--- src/rtl/ram_fifo_ctrl.sv ---
// ram_fifo_ctrl
//   First-word-fall-through valid/ready FIFO built around an external
//   256x16 dual-port RAM that has a synchronous read port.
//   Words are written straight into the RAM.
//   Reads are issued early enough to keep a registered 2-entry output buffer
//   primed, so a push and a pop can both happen in every cycle.
//
// Ports
//   clk, rst_n           clock, synchronous active-low reset
//   clear                synchronous flush (same effect as reset)
//   in_valid/in_ready    producer handshake, in_data write word
//   out_valid/out_ready  consumer handshake, out_data head word (registered)
//   count                words held: RAM + in-flight read + output buffer
//   full, empty          RAM full / nothing held at all
//   write, wr_address,   RAM write port
//   data_in
//   read, rd_address,    RAM read port; data_out is valid the cycle after read
//   data_out
module ram_fifo_ctrl #(
  parameter int DATA_W = 16,
  parameter int ADDR_W = 8
) (
  input  logic              clk,
  input  logic              rst_n,
  input  logic              clear,
  input  logic              in_valid,
  output logic              in_ready,
  input  logic [DATA_W-1:0] in_data,
  output logic              out_valid,
  input  logic              out_ready,
  output logic [DATA_W-1:0] out_data,
  output logic [ADDR_W+1:0] count,
  output logic              full,
  output logic              empty,
  output logic              write,
  output logic [ADDR_W-1:0] wr_address,
  output logic [DATA_W-1:0] data_in,
  output logic              read,
  output logic [ADDR_W-1:0] rd_address,
  input  logic [DATA_W-1:0] data_out
);

  localparam logic [ADDR_W:0] DEPTH_C = {1'b1, {ADDR_W{1'b0}}};

  logic [ADDR_W-1:0] wr_ptr_q, wr_ptr_d;
  logic [ADDR_W-1:0] rd_ptr_q, rd_ptr_d;
  logic [ADDR_W:0]   ram_cnt_q, ram_cnt_d;
  logic [ADDR_W+1:0] count_q, count_d;
  logic              inflight_q, inflight_d;
  logic [1:0]        buf_cnt_q, buf_cnt_d;
  logic [DATA_W-1:0] buf0_q, buf0_d;
  logic [DATA_W-1:0] buf1_q, buf1_d;

  logic       push;
  logic       pop;
  logic       active;
  logic [1:0] occ_after_pop;
  logic [1:0] buf_left;

  assign active     = rst_n & ~clear;
  assign full       = (ram_cnt_q == DEPTH_C);
  assign empty      = (count_q == '0);
  assign in_ready   = ~full & active;
  assign push       = in_valid & in_ready;
  assign out_valid  = (buf_cnt_q != 2'd0);
  assign pop        = out_valid & out_ready;

  // Buffer slots that will be taken once this cycle's pop has left and any
  // outstanding read has landed. A new read is issued only while a slot
  // is still free, so the buffer can never overflow.
  assign occ_after_pop = buf_cnt_q + {1'b0, inflight_q} - {1'b0, pop};
  assign read          = (ram_cnt_q != '0) & (occ_after_pop < 2'd2) & active;

  assign write      = push;
  assign wr_address = wr_ptr_q;
  assign data_in    = in_data;
  assign rd_address = rd_ptr_q;
  assign out_data   = buf0_q;
  assign count      = count_q;

  always_comb begin
    wr_ptr_d   = wr_ptr_q + {{(ADDR_W-1){1'b0}}, push};
    rd_ptr_d   = rd_ptr_q + {{(ADDR_W-1){1'b0}}, read};
    ram_cnt_d  = ram_cnt_q + {{ADDR_W{1'b0}}, push} - {{ADDR_W{1'b0}}, read};
    count_d    = count_q + {{(ADDR_W+1){1'b0}}, push} - {{(ADDR_W+1){1'b0}}, pop};
    inflight_d = read;
    buf0_d     = buf0_q;
    buf1_d     = buf1_q;

    if (pop) begin
      buf0_d = buf1_q;
    end
    buf_left = buf_cnt_q - {1'b0, pop};

    // Returning RAM data goes into the first slot that is free after the
    // pop has shifted the buffer.
    if (inflight_q) begin
      if (buf_left == 2'd0) begin
        buf0_d = data_out;
      end else begin
        buf1_d = data_out;
      end
    end
    buf_cnt_d = buf_left + {1'b0, inflight_q};
  end

  always_ff @(posedge clk) begin
    if (!rst_n || clear) begin
      wr_ptr_q   <= '0;
      rd_ptr_q   <= '0;
      ram_cnt_q  <= '0;
      count_q    <= '0;
      inflight_q <= 1'b0;
      buf_cnt_q  <= 2'd0;
      buf0_q     <= '0;
      buf1_q     <= '0;
    end else begin
      wr_ptr_q   <= wr_ptr_d;
      rd_ptr_q   <= rd_ptr_d;
      ram_cnt_q  <= ram_cnt_d;
      count_q    <= count_d;
      inflight_q <= inflight_d;
      buf_cnt_q  <= buf_cnt_d;
      buf0_q     <= buf0_d;
      buf1_q     <= buf1_d;
    end
  end

endmodule
--- config.mk ---
export PLATFORM = sky130hd
export DESIGN_NAME = ram_fifo_ctrl
export DESIGN_NICKNAME = d
export VERILOG_FILES = /design/src/rtl/ram_fifo_ctrl.sv
export SDC_FILE = /design/constraint.sdc
export NUM_CORES = 1
export LEC_CHECK = 0
export CORE_MARGIN = 8
export CORE_UTILIZATION = 30
export CTS_CLUSTER_SIZE = 14
export DETAILED_ROUTE_END_ITERATION = 12
export PLACE_DENSITY = 0.65
export SYNTH_ARGS = -nofsm -noshare
export SYNTH_HDL_FRONTEND = slang
export SYNTH_SLANG_ARGS = --single-unit
--- constraint.sdc ---
create_clock -name clk -period 3.41 [get_ports clk]
set_input_delay 0.8525 -clock clk [delete_from_list [all_inputs] [get_ports clk]]
set_output_delay 0.8525 -clock clk [all_outputs]
set_load 0.01 [all_outputs]
; After elaboration in Yosys (flattened, before gate mapping)
; Index checks and enable logic that the tools add are counted.
[classes]
addsub = 10
n_lt_le_gt_ge = 1
n_eq_ne = 1
n_mux = 3
n_bitwise = 9
reduce_logical = 7
[op_table]
columns = op, count
row1 = 2-to-1 mux 16 bit, 3
row2 = adder 8 x 1 -> 8 bit, 2
row3 = adder 10 x 1 -> 10 bit, 1
row4 = logical NOT 10 bit, 1
row5 = subtractor 10 x 1 -> 10 bit, 1
row6 = adder 9 x 1 -> 9 bit, 1
row7 = == test 9 bit (second input constant), 1
row8 = nonzero test 9 bit, 1
row9 = subtractor 9 x 1 -> 9 bit, 1
row10 = AND 1 bit, 6
row11 = adder 2 x 1 -> 2 bit, 2
row12 = subtractor 2 x 1 -> 2 bit, 2
row13 = NOT 1 bit, 3
row14 = logical NOT 2 bit, 1
row15 = < comparator 2 bit (second input constant), 1
row16 = AND reduction 2 bit, 1
row17 = nonzero test 2 bit, 1
row18 = logical NOT 1 bit, 1
row19 = logical OR 1 bit, 1
[word_totals]
ff_bits = 70
in_bits = 37
output_inout_bits = 64
word_cells = 39

; Longest topological paths before layout
[logic_depth]
depth_word = 7
ltp_mapped = 16
ltp_nobuf = 16

; Worst setup path after synthesis
; OpenSTA, ideal clock, no wires.
[synth_path]
path_type = in2reg
from = in out_ready
to = reg ram_cnt_q[8]
setup_ns = 0.070
arrival_time_ns = 3.425
t_required_ns = 3.340
setup_slack_ns = -0.085
cell_stages = 13
n_path_buf = 0
cell_sequence = nor2b_1 mux2i_1 o21ai_0 a21oi_1 ha_1 inv_1 ha_1 fa_1 a211o_2 a31oi_1 nor3_1 or3_1 a21oi_1
[synth_between]
elab_chain_len = 6
[synth_rtl]
columns = element, line_no
row1 = "start, declared", 30  ; input logic out_ready,
row2 = AND 1 bit, 66  ; assign pop = out_valid & out_ready;
row3 = subtractor 2 x 1 -> 2 bit, 71  ; assign occ_after_pop = buf_cnt_q + {1'b0, inflight_q} - {1'b0, pop};
row4 = < comparator 2 bit, 72  ; assign read = (ram_cnt_q != '0) & (occ_after_pop < 2'd2) & active;
row5 = AND 1 bit (2 in a row), 72
row6 = named net read, 38  ; output logic read,
row7 = subtractor 9 x 1 -> 9 bit, 84  ; ram_cnt_d = ram_cnt_q + {{ADDR_W{1'b0}}, push} - {{ADDR_W{1'b0}}, read};
row8 = "end signal, assigned", 120  ; ram_cnt_q <= ram_cnt_d;
row9 = "end, declared", 47  ; logic [ADDR_W:0] ram_cnt_q, ram_cnt_d;
; The timed path passes the listed nets, and every way through them passes these cells.
; A chain may end at the register's enable or synchronous reset.

; Worst setup path after layout
[layout_path]
from = in clear
to = out write
[layout_between]
elab_chain_len = 4
[layout_rtl]
columns = element, line_no
row1 = "start, declared", 25  ; input logic clear,
row2 = NOT 1 bit, 60  ; assign active = rst_n & ~clear;
row3 = AND 1 bit, 60
row4 = AND 1 bit, 63  ; assign in_ready = ~full & active;
row5 = AND 1 bit, 64  ; assign push = in_valid & in_ready;
row6 = "end, declared", 35  ; output logic write,
; No other way between the ends.

==> metrics.md <==
| Metric | Value |
|---|---|
| Most numerous cell in the Yosys netlist | sky130_fd_sc_hd__dfxtp_1 |
| Ports placed on the boundary | 101 |
| Share of synthesized area spent on multiplexers | 4.948% |
| Std-Cell Rows | 40 |
| Class of the worst hold path | register to register |
| Critical Path Sink Type | output port |
| Xor/xnor share of the synthesized area | 5.052% |
| First-pass DRT Iterations | 4 |
| DIE AREA | 15,920 sq um |
| Worst slack after detailed placement | -0.6653 ns |
| Area fraction of the dominant cell type after synthesis | 38.49% |
| Number of buffers inserted during clock tree synthesis | 9 |
| Complex-gate fraction of the synthesized area | 12.41% |
| HPWL after detailed placement | 6187 um |
| Horizontal die dimension | 126.2 um |
| Total inserted antenna cells | 0 |
| EDFF count, synth | 0 |
| Critical path fanouts, max | 2 |
| Syn_nets | 486 |
| Clock-pin transition on the worst setup and hold timing paths | 0.06 ns |
| WL/cell | 13.42 um |
| Y dimension of the die | 126.2 um |
| Mapped Cells | 416 |
| Period utilisation layout | 99.46% |
| Min Tclk post-route | 3.392 ns |
| List of most frequent post-synthesis cells | sky130_fd_sc_hd__dfxtp_1, sky130_fd_sc_hd__nand2_1, sky130_fd_sc_hd__nor2_1 |
| Area growth from synthesis to layout | 30.93% |
| Number of register bits inferred by synthesis | 70 |
| Filler Cells Inserted | 1,213 |
| Startpoint of the worst setup timing path | clear |
| H-tree depth reported by CTS | 3 |
| Number of antenna violations at the first check in global routing | 0 |
| Comb power frac | 37.2% |
| Final setup violating endpoints | 0 |
| Internal power component | 2.113 mW |
| Min-delay src | buf1_q[9] |
| Reg-to-reg startpoint | ram_cnt_q[2] |
| FMAX | 294.8 MHz |
| Clock latency on the worst-skew pair | 0.33 ns |
| Transition time of the tightest slew-check pin | 0.6692 ns |
| Final count of pins violating max slew | 0 |
| Largest clock skew in the final design | 0.005988 ns |
| Detailed-route wire length | 8441 um |
| Cell taking the most area after synthesis | sky130_fd_sc_hd__dfxtp_1 |
| Power density over cell area | 649.8 nW/um^2 |
| Part of the total power dissipated in the clock network | 32.3% |
| Antenna Nets Post-Route | 0 |
| Routability Congestion | 0.8448 |
| Hold bufs inserted after CTS | 0 |
| Initial Util | 30.57% |
| Number of different library cells in the post-synthesis netlist | 43 |
| Wire length of the first global-routing pass | 14,030 um |
| Synth async-reset ratio | 0% |
| Largest family of logic cells by synthesized area | simple AND/OR/NAND/NOR gates |
| Sequential area share after synthesis | 38.49% |
| Net count reported at finish | 547 |
| CTS tree | done |
| Global-route total usage across every layer | 10.76% |
| Grt total ovfl | 0 |
| Number of remaining DRC errors | 0 |
| Reg power frac | 30.5% |
| Placeable core region | 11,910 sq um |
| Leading cell types by total area after synthesis | sky130_fd_sc_hd__dfxtp_1, sky130_fd_sc_hd__ha_1, sky130_fd_sc_hd__mux2i_1 |
| Worst reg-to-reg setup slack | 0.34 ns |
| Post-DR vias/cell | 4.658 |
| Worst-case clock buffer depth | 2 |
| Routed vias | 2,930 |
| Slew margin rel. | 55.39% |
| Syn avg cell area | 8.752 sq um |
| Worst path arrival time | 2.54 ns |
| Synth Area in Adders | 11.75% |
| Via count of the first global-routing pass | 2,937 |
| Pin count of the biggest net entering global routing | 59 |
| Area share of and/or/nand/nor cells after synthesis | 18.59% |
| Clock net sink count | 70 |
| Port buffer count | 68 |
| Total number of yosys warnings | 0 |
| Final worst hold slack | 0.4521 ns |
| Outcome | finished, final reports clean |
| Net switching power of the design | 0.9849 mW |
| Smallest setup slack after layout | 0.01840 ns |
| Critical path type | primary input to output port |
| Critical path startpoint category | primary input |
| Final Hold Fails | 0 |
| Fraction of layout cells with a size suffix above 1 | 9.959% |
| Static power due to leakage | 1.939 nW |
| DRT iter0 DRCs | 204 |
| Buffer type at the clock tree root | sky130_fd_sc_hd__clkbuf_16 |
| Required time worst endpoint | 2.56 ns |
| Worst VDD drop | 245.8 uV |
| Setup repair after global routing missed its margin | true |
| Switching portion of total power | 31.79% |
| Netlist area before placement | 3641 sq um |
| Predominant post-synthesis flop cell | sky130_fd_sc_hd__dfxtp_1 |
| Sum of internal, switching and leakage power | 3.098 mW |
| Max capacitance violation total | 0 |
## metal layers
metal | track usage (%) | vias up | wire, um
li1 | - | 1505 | -
met1 | 12.09 | 1352 | 3673
met2 | 18.27 | 61 | 4171
met3 | 3.713 | 12 | 476
met4 | 4.388 | 0 | 120
met5 | 0 | - | 0
## critical path, stage by stage
cell	delay, ns
sky130_fd_sc_hd__clkdlybuf4s50_1	0.46
sky130_fd_sc_hd__nand2b_2	0.23
sky130_fd_sc_hd__a21oi_2	0.14
sky130_fd_sc_hd__nand2_1	0.10
sky130_fd_sc_hd__inv_1	0.10
sky130_fd_sc_hd__buf_4	0.12
sky130_fd_sc_hd__clkdlybuf4s50_1	0.53
## sequential cells by signal, indices dropped and copies added, names as in the netlist
name and flops:
buf1_q 16, buf_cnt_q 2, count 10, inflight_q 1, out_data 16, ram_cnt_q 9
rd_address 8, wr_address 8
## path summary, 6_finish.rpt
kind | cells past startpoint | to
worst max register to register | 14 | ram_cnt_q[8]
worst min register to register | 2 | buf1_q[9]
worst min-delay path | 2 | buf1_q[9]
worst max-delay path | 7 | write
## per-stage QoR
stage / cell area, sq um / util (%) / cells / setup TNS (ns)
after floorplan: 3645 / - / 416 / 0
after global placement: 4399 / 36.93 / 612 / -2.184
after detailed placement: 4399 / 36.93 / 612 / -2.754
after CTS: 4726 / 39.67 / 628 / -0.09419
after global routing: 4767 / 40.02 / 629 / -0.1177
final: 4767 / 40.02 / 629 / 0
## cell families (layout without fill, tap and decap cells)
group / Yosys count / count (layout)
flip-flops: 70 / 70
AO/OA/AOI/OAI: 73 / 73
AND/OR/NAND/NOR: 140 / 140
adder cells (fa/ha/maj): 33 / 33
XOR/XNOR: 21 / 21
multiplexers: 18 / 18
buffers and inverters: 61 / 127
## timing repair
item,CTS,global route
buffers inserted,0,1
pin swaps,0,2
gates resized for setup,3,12
setup endpoints to repair,5,6
## power groups by stage
| stage | logic [mW] | clock network [mW] | registers, mW |
|---|---|---|---|
| 2_1_floorplan | 0.799 | 0 | 0.973 |
| 3_3_place_gp | 1.10 | 0 | 0.961 |
| 3_5_place_dp | 1.12 | 0 | 0.964 |
| 4_1_cts | 1.14 | 1.04 | 0.947 |
| 5_1_grt | 1.30 | 1.06 | 0.958 |
| 6_report | 1.15 | 1.00 | 0.946 |
## area by class of cell
type	count	area (sq um)	share of cell area [%]
Inverter	29	108.9	2.283
Multi-Input combinational cell	285	1969	41.31
Timing Repair Buffer	82	783.3	16.43
Clock buffer	9	225.2	4.724
Sequential cell	70	1401	29.40
Tap cell	147	183.9	3.858
Clock inverter	7	95.09	1.995
## cells in the final DEF, fill, tap and decap left out, types with 3 or more instances in the layout
cell / instances
sky130_fd_sc_hd__nor2b_1: 7
sky130_fd_sc_hd__inv_1: 29
sky130_fd_sc_hd__clkdlybuf4s50_1: 66
sky130_fd_sc_hd__a21oi_1: 30
sky130_fd_sc_hd__o21ai_0: 5
sky130_fd_sc_hd__xnor2_1: 12
sky130_fd_sc_hd__buf_4: 14
sky130_fd_sc_hd__nor3_1: 7
sky130_fd_sc_hd__a211oi_1: 17
sky130_fd_sc_hd__o21bai_1: 4
sky130_fd_sc_hd__ha_1: 31
sky130_fd_sc_hd__nand2b_1: 3
sky130_fd_sc_hd__nor2_1: 40
sky130_fd_sc_hd__nand3_1: 10
sky130_fd_sc_hd__and3_1: 5
sky130_fd_sc_hd__dfxtp_1: 70
sky130_fd_sc_hd__mux2i_1: 18
sky130_fd_sc_hd__nand3b_1: 4
sky130_fd_sc_hd__clkbuf_16: 9
sky130_fd_sc_hd__xor2_1: 9
sky130_fd_sc_hd__or3_1: 3
sky130_fd_sc_hd__a21oi_2: 3
sky130_fd_sc_hd__and2_1: 8
sky130_fd_sc_hd__nand2_1: 41
(Power assumes the default switching activity.)
